===== src/rtl/psec6_spi_host_if.sv =====
// Command-side handshake bundle for the PSEC6 SPI host: one register command
// in (start/is_write/addr/wdata), status and read data out (busy/done/rdata).
interface psec6_spi_host_if;
  logic       start;
  logic       is_write;
  logic [6:0] addr;
  logic [7:0] wdata;
  logic       busy;
  logic       done;
  logic [7:0] rdata;

  modport master (
    output start, is_write, addr, wdata,
    input  busy, done, rdata
  );

  modport slave (
    input  start, is_write, addr, wdata,
    output busy, done, rdata
  );
endinterface


===== src/rtl/psec6_spi_host.sv =====
// SPI host for the PSEC6 configuration port: one 16-bit frame per command,
// {is_write, addr} then wdata (or 8'h00 for reads), MSB first, read byte on rdata.
module psec6_spi_host #(
  parameter int CLK_DIV = 2
) (
  input  logic               clk,
  input  logic               rstn,
  psec6_spi_host_if.slave    cmd,
  output logic               spi_clk_out,
  output logic               pico,
  output logic               cs,
  input  logic               poci
);

  localparam int DW = $clog2(CLK_DIV + 1);
  localparam logic [DW-1:0] DIV_RELOAD = DW'(CLK_DIV - 1);

  typedef enum logic [2:0] {
    IDLE,
    SETUP,
    SHIFT,
    HOLD,
    GAP
  } state_t;

  state_t        state, state_n;
  logic [DW-1:0] div_cnt, div_n;
  logic [3:0]    bit_cnt, bit_n;
  logic [15:0]   tx, tx_n;
  logic [7:0]    rx, rx_n;
  logic          wr_lat, wr_n;
  logic          sclk, sclk_n;
  logic          cs_q, cs_n;
  logic          busy_q, busy_n;
  logic          done_q, done_n;
  logic [7:0]    rdata_q, rdata_n;
  logic          tick;
  logic          accept;

  assign tick = (div_cnt == '0);

  always_ff @(posedge clk or negedge rstn) begin
    if (!rstn) begin
      state   <= IDLE;
      div_cnt <= DIV_RELOAD;
      bit_cnt <= 4'd0;
      tx      <= 16'h0000;
      rx      <= 8'h00;
      wr_lat  <= 1'b0;
      sclk    <= 1'b0;
      cs_q    <= 1'b1;
      busy_q  <= 1'b0;
      done_q  <= 1'b0;
      rdata_q <= 8'h00;
    end else begin
      state   <= state_n;
      div_cnt <= div_n;
      bit_cnt <= bit_n;
      tx      <= tx_n;
      rx      <= rx_n;
      wr_lat  <= wr_n;
      sclk    <= sclk_n;
      cs_q    <= cs_n;
      busy_q  <= busy_n;
      done_q  <= done_n;
      rdata_q <= rdata_n;
    end
  end

  always_comb begin
    state_n = state;
    div_n   = div_cnt;
    bit_n   = bit_cnt;
    tx_n    = tx;
    rx_n    = rx;
    wr_n    = wr_lat;
    sclk_n  = sclk;
    cs_n    = cs_q;
    busy_n  = busy_q;
    done_n  = 1'b0;
    rdata_n = rdata_q;
    accept  = 1'b0;

    if (state != IDLE) begin
      div_n = tick ? DIV_RELOAD : div_cnt - DW'(1);
    end

    case (state)
      IDLE: begin
        accept = cmd.start;
      end
      SETUP: begin
        if (tick) begin
          sclk_n  = 1'b1;
          state_n = SHIFT;
        end
      end
      SHIFT: begin
        if (tick) begin
          if (!sclk) begin
            sclk_n = 1'b1;
            // Only the second byte of the frame carries read data.
            if (bit_cnt[3]) begin
              rx_n = {rx[6:0], poci};
            end
          end else begin
            sclk_n = 1'b0;
            if (bit_cnt == 4'd15) begin
              state_n = HOLD;
            end else begin
              bit_n = bit_cnt + 4'd1;
              tx_n  = {tx[14:0], 1'b0};
            end
          end
        end
      end
      HOLD: begin
        if (tick) begin
          cs_n    = 1'b1;
          tx_n    = 16'h0000;
          state_n = GAP;
        end
      end
      GAP: begin
        if (tick) begin
          done_n  = 1'b1;
          busy_n  = 1'b0;
          state_n = IDLE;
          if (!wr_lat) begin
            rdata_n = rx;
          end
          // A start seen on the done edge chains straight into the next frame.
          accept = cmd.start;
        end
      end
      default: begin
        state_n = IDLE;
      end
    endcase

    if (accept) begin
      state_n = SETUP;
      div_n   = DIV_RELOAD;
      bit_n   = 4'd0;
      tx_n    = {cmd.is_write, cmd.addr, cmd.is_write ? cmd.wdata : 8'h00};
      rx_n    = 8'h00;
      wr_n    = cmd.is_write;
      sclk_n  = 1'b0;
      cs_n    = 1'b0;
      busy_n  = 1'b1;
    end
  end

  assign spi_clk_out = sclk;
  assign pico        = tx[15];
  assign cs          = cs_q;
  assign cmd.busy    = busy_q;
  assign cmd.done    = done_q;
  assign cmd.rdata   = rdata_q;

endmodule

===== src/flat_wrapper.sv =====
// flat-port wrapper written by rule: the top's interface ports become plain ports
module psec6_spi_host_flat 
#(
  parameter int CLK_DIV = 2
)
  (clk, rstn, spi_clk_out, pico, cs, poci, cmd_start, cmd_is_write, cmd_addr, cmd_wdata, cmd_busy, cmd_done, cmd_rdata);
  psec6_spi_host_if cmd_i ();
  input  logic clk;
  input  logic rstn;
  output logic spi_clk_out;
  output logic pico;
  output logic cs;
  input  logic poci;
  input wire logic [$bits(cmd_i.start)-1:0] cmd_start;
  input wire logic [$bits(cmd_i.is_write)-1:0] cmd_is_write;
  input wire logic [$bits(cmd_i.addr)-1:0] cmd_addr;
  input wire logic [$bits(cmd_i.wdata)-1:0] cmd_wdata;
  output wire logic [$bits(cmd_i.busy)-1:0] cmd_busy;
  output wire logic [$bits(cmd_i.done)-1:0] cmd_done;
  output wire logic [$bits(cmd_i.rdata)-1:0] cmd_rdata;
  assign cmd_i.start = cmd_start;
  assign cmd_i.is_write = cmd_is_write;
  assign cmd_i.addr = cmd_addr;
  assign cmd_i.wdata = cmd_wdata;
  assign cmd_busy = cmd_i.busy;
  assign cmd_done = cmd_i.done;
  assign cmd_rdata = cmd_i.rdata;
  psec6_spi_host #(.CLK_DIV(CLK_DIV)) u_core (.clk(clk), .rstn(rstn), .cmd(cmd_i), .spi_clk_out(spi_clk_out), .pico(pico), .cs(cs), .poci(poci));
endmodule

===== config.mk =====
export PLATFORM = sky130hd
export DESIGN_NAME = psec6_spi_host_flat
export DESIGN_NICKNAME = d
export VERILOG_FILES = /design/src/rtl/psec6_spi_host_if.sv /design/src/rtl/psec6_spi_host.sv /design/src/flat_wrapper.sv
export SDC_FILE = /design/constraint.sdc
export NUM_CORES = 1
export LEC_CHECK = 0
export ABC_AREA = 0
export CORE_MARGIN = 2
export CORE_UTILIZATION = 25
export DETAILED_ROUTE_END_ITERATION = 7
export PLACE_DENSITY_LB_ADDON = 0.3
export SYNTH_ARGS = -nofsm -noshare
export SYNTH_HDL_FRONTEND = slang
export SYNTH_SLANG_ARGS = --single-unit

===== constraint.sdc =====
create_clock -name clk -period 1.74 [get_ports clk]
set_input_delay 0.174 -clock clk [delete_from_list [all_inputs] [get_ports clk]]
set_output_delay 0.174 -clock clk [all_outputs]
set_load 0.01 [all_outputs]

Word level (Yosys, flattened, before mapping)
Cells that the tools add are included.
- div/mod/pow operators: 0
- muxes and demuxes: 42
- shift operators: 0
- magnitude comparators: 0
- multiply operators: 0
- eq/ne operators: 15
- bitwise operators: 1
- add/sub/neg operators: 2
- reduce and logical (&&, ||, !) cells: 20
- operators with widths (kind ; count):
    $mux W16 ; 5
    $mux W8 ; 6
    $pmux W16 S2 ; 1
    $mux W3 ; 7
    $mux W4 ; 5
    $ne A3 B1 Y1 const B ; 6
    $pmux W3 S5 ; 1
    $reduce_bool A2 Y1 ; 7
    $mux W1 ; 12
    $reduce_bool A3 Y1 ; 3
    $reduce_and A4 Y1 ; 2
    $reduce_and A7 Y1 ; 1
    $eq A3 B2 Y1 const B ; 2
    $mux W2 ; 3
    $reduce_and A3 Y1 ; 2
    $reduce_and A5 Y1 ; 1
    $add A4 B1 Y4 const B ; 1
    $eq A4 B4 Y1 const B ; 1
    $ne A2 B1 Y1 const B ; 2
    $pmux W1 S2 ; 2
    $reduce_and A2 Y1 ; 2
    $eq A3 B1 Y1 const B ; 1
    $eq A3 B3 Y1 const B ; 1
    $logic_not A3 Y1 ; 1
    5 further kinds ; 5
- RAM bits: 0
- input bits: 20
- bits in latches: 0
- bits in registers: 46
- memories: 0
- bits in read-only memories: 0
- output and inout bits: 13
- word-level logic and storage cells: 91

Logic depth before layout (Yosys ltp)
Gate-level depths: netlist (run 1).
- word-level depth: 6
- gate-level depth with buffers: 7
- gate-level depth less buffers: 5

Worst setup path before layout (run 1)
Ideal clock, no wire load.
- kind: register -> register
- from: register u_core.div_cnt[1]
- to: register u_core.tx[6]
- required time: 1.613 ns
- library setup time: 0.127 ns
- buffers on the path: 2
- path slack: -0.169 ns
- cell stages (with the launch flop): 6
- clock period less this slack: 1.909 ns
- arrival time: 1.782 ns
- cells stage by stage: dfrtp_1 -> or4b_1 -> buf_2 -> o21ai_4 -> buf_8 -> mux2_1
- cells in the longest elaborated chain, start to end: 5
- elaborated cells on any way between the ends: 10
- those cells by class: eq/ne: 4; mux: 3; reduce/logical: 3
- ends and longest elaborated chain (item ; line ; RTL):
    start: declaration ; psec6_spi_host.sv:27 ; logic [DW-1:0] div_cnt, div_n;
    start signal: assignment ; psec6_spi_host.sv:57 ; div_cnt <= div_n;
    $logic_not A2 Y1 (*) ; psec6_spi_host.sv:40 ; assign tick = (div_cnt == '0);
    $mux W1 ; psec6_spi_host.sv:125 ; if (tick) begin
    $pmux W1 S2 ; psec6_spi_host.sv:88 ; case (state)
    $ne A3 B1 Y1 (no source line) (tied with other cells) ; n/a ;
    $reduce_and A5 Y1 (no source line) ; n/a ;
    end signal: assignment ; psec6_spi_host.sv:59 ; tx <= tx_n;
    end: declaration ; psec6_spi_host.sv:29 ; logic [15:0] tx, tx_n;
Every way passes the cells marked *; elsewhere a longest branch is shown, timed or not.
A chain may end at the register's enable or synchronous reset.

Final worst setup path (run 1)
- from: register u_core.div_cnt[1]
- to: register u_core.tx[1]
Same word-level chain as after synthesis.

==> impl_metrics.py, run 1 <==
metrics = {
    "synthesis": {
        "yosysTopAreaCell": "dfrtp_1",
        "syn_area_um2": 2210,
        "seq_area_frac_synth": 0.521,
        "synth-seq-cells": 46,
        "yosys.area.top_type_share": 0.497,
        "netlist_top_cells_area": "dfrtp_1 (50%), mux2_2 (7.1%), inv_1 (4.4%)",
        "ys_types": 46,
        "synth_edf_count": 0,
        "synthCells": 202,
        "synth_nets": 223,
        "synth.avg_cell_area_um2": 11.0,
        "async_reset_ff_frac": 1.00,
        "synth_flop_cell": "dfrtp_1",
        "yosysWarnings": 0,
    },
    "finish": {
        "final_nets": 286,
        "antenna_cells": 0,
        "mostFrequentLayoutCell": "dfrtp_1",
        "area_growth_pct": 38.5,
        "final_cell_mix": "dfrtp_1 (44), clkdlybuf4s50_1 (31), buf_4 (27), inv_1 (26), nand3_1 (14)",
        "drive_gt1_frac": 0.274,
    },
    "setup_path": {
        "cp-start-kind": "register",
        "cp.required_ns": 1.94,
        "worstSetupEndpointType": "register",
        "crit_end": "u_core.tx[1]",
        "crit_type": "reg2reg",
        "r2r_end": "u_core.tx[1]",
        "crit_path_start": "u_core.div_cnt[1]",
        "cp.arrival_ns": 1.96,
        "reg2reg_depth": 4,
        "critical_path.max_fanout": 11,
        "ff2ff_setup_slack_ns": -0.02,
        "reg2reg_from": "u_core.div_cnt[1]",
    },
    "power": {
        "p_comb_frac": 0.498,
        "p_int_uw": 2780,
        "ir_drop_uv": 589,
        "p_sw_frac": 0.362,
        "switchingPower_uw": 1580,
        "p_seq_frac": 0.342,
        "power.density_nw_per_um2": 1420,
        "power.share.clock": 0.160,
        "power.leakage_uw": 0.00140,
        "finalPower_uw": 4350,
    },
    "clocking": {
        "insertion_delay_ns": 0.31,
        "cts_tree": "yes",
        "cts_made_buffers": 5,
        "htree_levels": 2,
        "cts_root_buf": "clkbuf_8",
        "cts_sinks": 46,
        "path_clk_slew_ns": 0.09,
        "ctsLongestPathBuffers": 2,
    },
    "routing": {
        "drt_pass1_iterations": 4,
        "viasPerCell": 4.59,
        "postRouteAntennaNets": 0,
        "vias": 1717,
        "routedWlPerCell_um": 13.4,
        "drtIter0Drc": 84,
        "routed_wl_mm": 5.00,
        "drc": 0,
    },
    "placed_design": {
        "dpl.hpwl_mm": 3.39,
        "io_buffer_count": 32,
        "place.gp.congestion": 0.788,
    },
    "floorplanning": {
        "dieHeight_um": 98.1,
        "rows": 34,
        "die_width_um": 98.1,
        "die-area_um2": 9630,
        "coreArea_um2": 8640,
        "initial_core_util": 0.256,
        "io_pins": 33,
    },
    "timing": {
        "worst_pin_slew_ns": 0.597,
        "slew_viol_final": 0,
        "hold_viol_final": 0,
        "setup_tns_ns": -0.0495,
        "max_freq_mhz": 568,
        "rsz0062_at_grt": "yes",
        "slew_headroom": 0.602,
        "skew_ns": 0.00482,
        "worst_slack_ns": -0.0206,
        "finalCritPeriodShare": 1.01,
        "whs_ns": 0.480,
        "setup_viol": 9,
        "period_needed_ns": 1.76,
    },
    "grt": {
        "grt_overflow": 0,
        "grt_usage": 0.109,
        "grt_max_degree": 47,
        "grt_first_pass_wirelength_mm": 8.63,
        "grt_pass1_vias": 1823,
        "antenna_found_initial": 0,
    },
    "status": {
        "violations": "setup timing",
        "status": "finished, violations left",
    },
    "worst_hold_path": {
        "hp-class": "in2async",
    },
    "run": {
        "cap_violations": 0,
    },
}
[layout make-up]
type / count / area, um2
Clock buffer: 5 / 68.8
Sequential cell: 46 / 1150
Tap cell: 108 / 135
Clock inverter: 3 / 25.0
Inverter: 26 / 97.6
Fill cell: 864 / 5570
Timing Repair Buffer: 65 / 597
Multi-Input combinational cell: 121 / 991
[worst max-delay path, cell delays in order, from the launching register on]
cell and delay (ns):
dfrtp_1 0.42, or4b_4 0.57, o21ai_4 0.17, buf_12 0.16, mux2_2 0.33
[state kept, by name, indices dropped and copies added, names as in the netlist]
register / count
u_core.bit_cnt: 4
u_core.cmd.busy: 1
u_core.cmd.done: 1
u_core.cmd.rdata: 8
u_core.cs: 1
u_core.div_cnt: 2
u_core.rx: 8
u_core.spi_clk_out: 1
u_core.state: 3
u_core.tx: 16
u_core.wr_lat: 1
[what timing repair did]
item	4_1_cts	5_1_grt
pin swaps	3	1
cloned	1	0
endpoints found under the setup margin	27	28
setup buffers	2	1
resized for setup	11	9
hold buffers	1	0
hold endpoints to repair	44	0
[how the worst min path moves through the flow]
stage	from	end	slack, ns	cells past startpoint
finish	rstn	u_core.tx[4]	0.48	3
global route	poci	u_core.rx[0]	0.49	2
CTS	cmd_wdata[0]	u_core.tx[0]	0.47	3
detailed placement	rstn	u_core.tx[15]	0.31	2
global placement	rstn	u_core.tx[5]	0.31	2
floorplan	rstn	u_core.bit_cnt[0]	-0.12	0
[kinds of logic (layout without fill, tap and decap cells)]
logic type               Yosys count  count (layout)  share of synthesized area
AND/OR/NAND/NOR                   49              50                      0.122
flip-flops                        46              46                      0.521
AO/OA/AOI/OAI                     44              44                      0.155
buffers and inverters             36              99                     0.0695
multiplexers                      24              24                      0.119
XOR/XNOR                           2               2                    0.00791
adder cells (fa/ha/maj)            1               1                    0.00565
[routing by layer]
layer,vias up,wire length [um],global-route usage
li1,841,-,-
met1,830,2460,0.147
met2,34,2280,0.173
met3,12,149,0.0229
met4,0,104,0.0406
met5,-,0,0
[per-stage QoR]
step	instance area [um2]	cells	worst slack (ns)	utilization
3_3_place_gp	2850	361	-0.316	0.330
4_1_cts	3030	373	-0.0132	0.350
6_report	3070	374	-0.0206	0.355
3_5_place_dp	2850	361	-0.366	0.330
2_1_floorplan	2230	202	-0.138	-
5_1_grt	3070	374	-0.0844	0.355
[cell usage after synthesis (2+ instances only)]
cell,count
o31a_1,7
buf_2,2
or4b_1,2
inv_1,26
or3_1,2
nor2_1,8
o32ai_1,7
dfstp_2,2
a22o_1,8
mux2_2,14
and2_1,2
clkbuf_1,4
o22ai_1,2
o21ai_0,7
nand2_1,10
mux2i_1,8
a21oi_1,4
dfrtp_1,44
nand3_1,14
nor3_1,2
nand3b_1,2
[power groups by stage]
stage	clock [uW]	sequential [uW]	combinational, uW
floorplan	0	1510	1200
global placement	0	1500	1880
detailed placement	0	1500	1900
CTS	719	1490	2080
global route	761	1530	2380
finish	696	1490	2170
(Power assumes the default switching activity.)
==> inputs of run 2 (changes only) <==
--- a/config.mk
+++ b/config.mk
@@ -9,6 +9,7 @@
 export CORE_MARGIN = 2
 export CORE_UTILIZATION = 25
 export DETAILED_ROUTE_END_ITERATION = 7
+export MAX_ROUTING_LAYER = met4
 export PLACE_DENSITY_LB_ADDON = 0.3
 export SYNTH_ARGS = -nofsm -noshare
 export SYNTH_HDL_FRONTEND = slang
==> run 2 against run 1 <==
Effect of this change:
- sequential share of layout area unchanged
- clock skew increased by 0.00095 ns
- global-route usage increased by 0.44 points
- via count increased by 0.41%
- combinational power about the same
- largest power group unchanged
- critical path depth unchanged
- register-to-register slack about the same
- the flow still finishes with violations (setup timing)
- worst setup slack improved by 0.0018 ns
- utilization unchanged
- power increased by 0.20%
- first-iteration DRC count decreased by 8.3%
- final area unchanged
==> impl_metrics.py, run 2 (same netlist as run 1, synthesis figures left out) <==
metrics = {
    "status": {
        "status": "finished, violations left",
        "violations": "setup timing",
    },
    "clocking": {
        "cts_made_buffers": 5,
        "insertion_delay_ns": 0.31,
        "cts_sinks": 46,
        "path_clk_slew_ns": 0.09,
        "cts_tree": "yes",
        "htree_levels": 2,
        "ctsLongestPathBuffers": 2,
        "cts_root_buf": "clkbuf_8",
    },
    "timing": {
        "slew_viol_final": 0,
        "max_freq_mhz": 569,
        "worst_pin_slew_ns": 0.595,
        "rsz0062_at_grt": "yes",
        "setup_viol": 9,
        "skew_ns": 0.00578,
        "slew_headroom": 0.603,
        "finalCritPeriodShare": 1.01,
        "period_needed_ns": 1.76,
        "worst_slack_ns": -0.0188,
        "hold_viol_final": 0,
        "whs_ns": 0.477,
    },
    "routing": {
        "wl_met3_um": 183,
        "top_layer_used": "met4",
        "vias": 1724,
        "viasPerCell": 4.61,
        "routed_wl_mm": 5.05,
        "drc": 0,
        "drt_pass1_iterations": 4,
        "wl_met1_mm": 2.48,
        "postRouteAntennaNets": 0,
        "dr_wl_met2_mm": 2.29,
        "drtIter0Drc": 77,
        "routedWlPerCell_um": 13.5,
    },
    "floorplanning": {
        "die_width_um": 98.1,
        "die-area_um2": 9630,
        "dieHeight_um": 98.1,
        "rows": 34,
        "initial_core_util": 0.256,
        "coreArea_um2": 8640,
        "io_pins": 33,
    },
    "finish": {
        "largest_reg_flops": 16,
        "final_nets": 286,
        "antenna_cells": 0,
        "drive_gt1_frac": 0.274,
        "top_register": "u_core.tx",
        "fin_util": 0.355,
        "mostFrequentLayoutCell": "dfrtp_1",
        "area_growth_pct": 38.5,
        "final_cell_mix": "dfrtp_1 (44), clkdlybuf4s50_1 (31), buf_4 (27), inv_1 (26), nand3_1 (14)",
    },
    "setup_path": {
        "crit_family": "simple AND/OR/NAND/NOR gates",
        "crit_type": "reg2reg",
        "slowest_stage": "or4b_4",
        "worstSetupEndpointType": "register",
        "path_depth": 4,
        "cp.required_ns": 1.94,
        "cp.arrival_ns": 1.96,
        "worstPathBufferInverterCount": 1,
        "reg2reg_depth": 4,
        "critical_path.max_fanout": 11,
        "cp-start-kind": "register",
        "critical-path-max-stage-delay_ns": 0.57,
        "crit_chain": "or4b_4 -> o21ai_4 -> buf_12 -> mux2_2",
    },
    "grt": {
        "grt_usage": 0.114,
        "antenna_found_initial": 0,
        "grt_first_pass_wirelength_mm": 8.67,
        "grt_overflow": 0,
        "grt_pass1_vias": 1818,
        "grt_max_degree": 47,
    },
    "power": {
        "ir_drop_uv": 589,
        "power.density_nw_per_um2": 1420,
        "power.leakage_uw": 0.00140,
    },
    "placed_design": {
        "dpl.hpwl_mm": 3.39,
        "io_buffer_count": 32,
        "place.gp.congestion": 0.799,
    },
    "run": {
        "cap_violations": 0,
    },
    "worst_hold_path": {
        "hp-class": "in2async",
    },
}
==> run 2: cell counts in the layout (fill, tap and decap cells not counted) <==
Identical to the previous run, type by type.
==> run 2: what timing repair did <==
action | CTS | global route
resized for setup | 11 | 9
hold buffers | 1 | 0
endpoints found under the hold margin | 44 | 0
setup endpoints to repair | 27 | 28
buffers inserted | 2 | 1
pin swaps | 3 | 1
gates cloned | 1 | 0
==> run 2: worst paths after layout <==
| check | startpoint | endpoint | slack, ns |
|---|---|---|---|
| hold reg to reg | u_core.cs | u_core.cs | 0.50 |
| setup reg to reg | u_core.div_cnt[1] | u_core.tx[1] | -0.02 |
| min in group clk | cmd_wdata[0] | u_core.tx[0] | 0.48 |
| hold / removal | rstn | u_core.tx[4] | 0.48 |
| max in group asynchronous | rstn | u_core.cmd.rdata[6] | 0.85 |
| setup / recovery | u_core.div_cnt[1] | u_core.tx[1] | -0.02 |
==> run 2: final cells by class <==
type	instances	area, um2
Clock buffer	5	68.8
Fill cell	864	5570
Clock inverter	3	25.0
Inverter	26	97.6
Timing Repair Buffer	65	597
Sequential cell	46	1150
Multi-Input combinational cell	121	991
Tap cell	108	135
==> run 2: through the flow <==
stage	cells	total power [uW]	instance area, um2	worst slack [ns]	TNS (ns)
after floorplan	202	2720	2230	-0.138	-0.416
after global placement	361	3380	2850	-0.316	-7.24
after detailed placement	361	3400	2850	-0.366	-7.91
after CTS	373	4280	3030	-0.0132	-0.0596
after global routing	374	4670	3070	-0.0844	-1.08
final	374	4360	3070	-0.0188	-0.0557
==> run 2: power by group <==
| part | switching, uW | internal (uW) | total [uW] | leakage [uW] |
|---|---|---|---|---|
| registers | 153 | 1340 | 1490 | 0.000610 |
| logic | 1020 | 1150 | 2170 | 0.000741 |
| clock network | 412 | 291 | 703 | 0.0000447 |
==> run 2: routing by layer <==
metal / track usage / vias up
met5: - / -
met4: 0.0342 / 0
met3: 0.0315 / 10
met2: 0.173 / 33
met1: 0.147 / 842
li1: - / 839
==> run 2: worst min-delay path, stage by stage <==
cell           delay, ns
dlygate4sd3_1       0.52
buf_2               0.09
buf_4               0.48
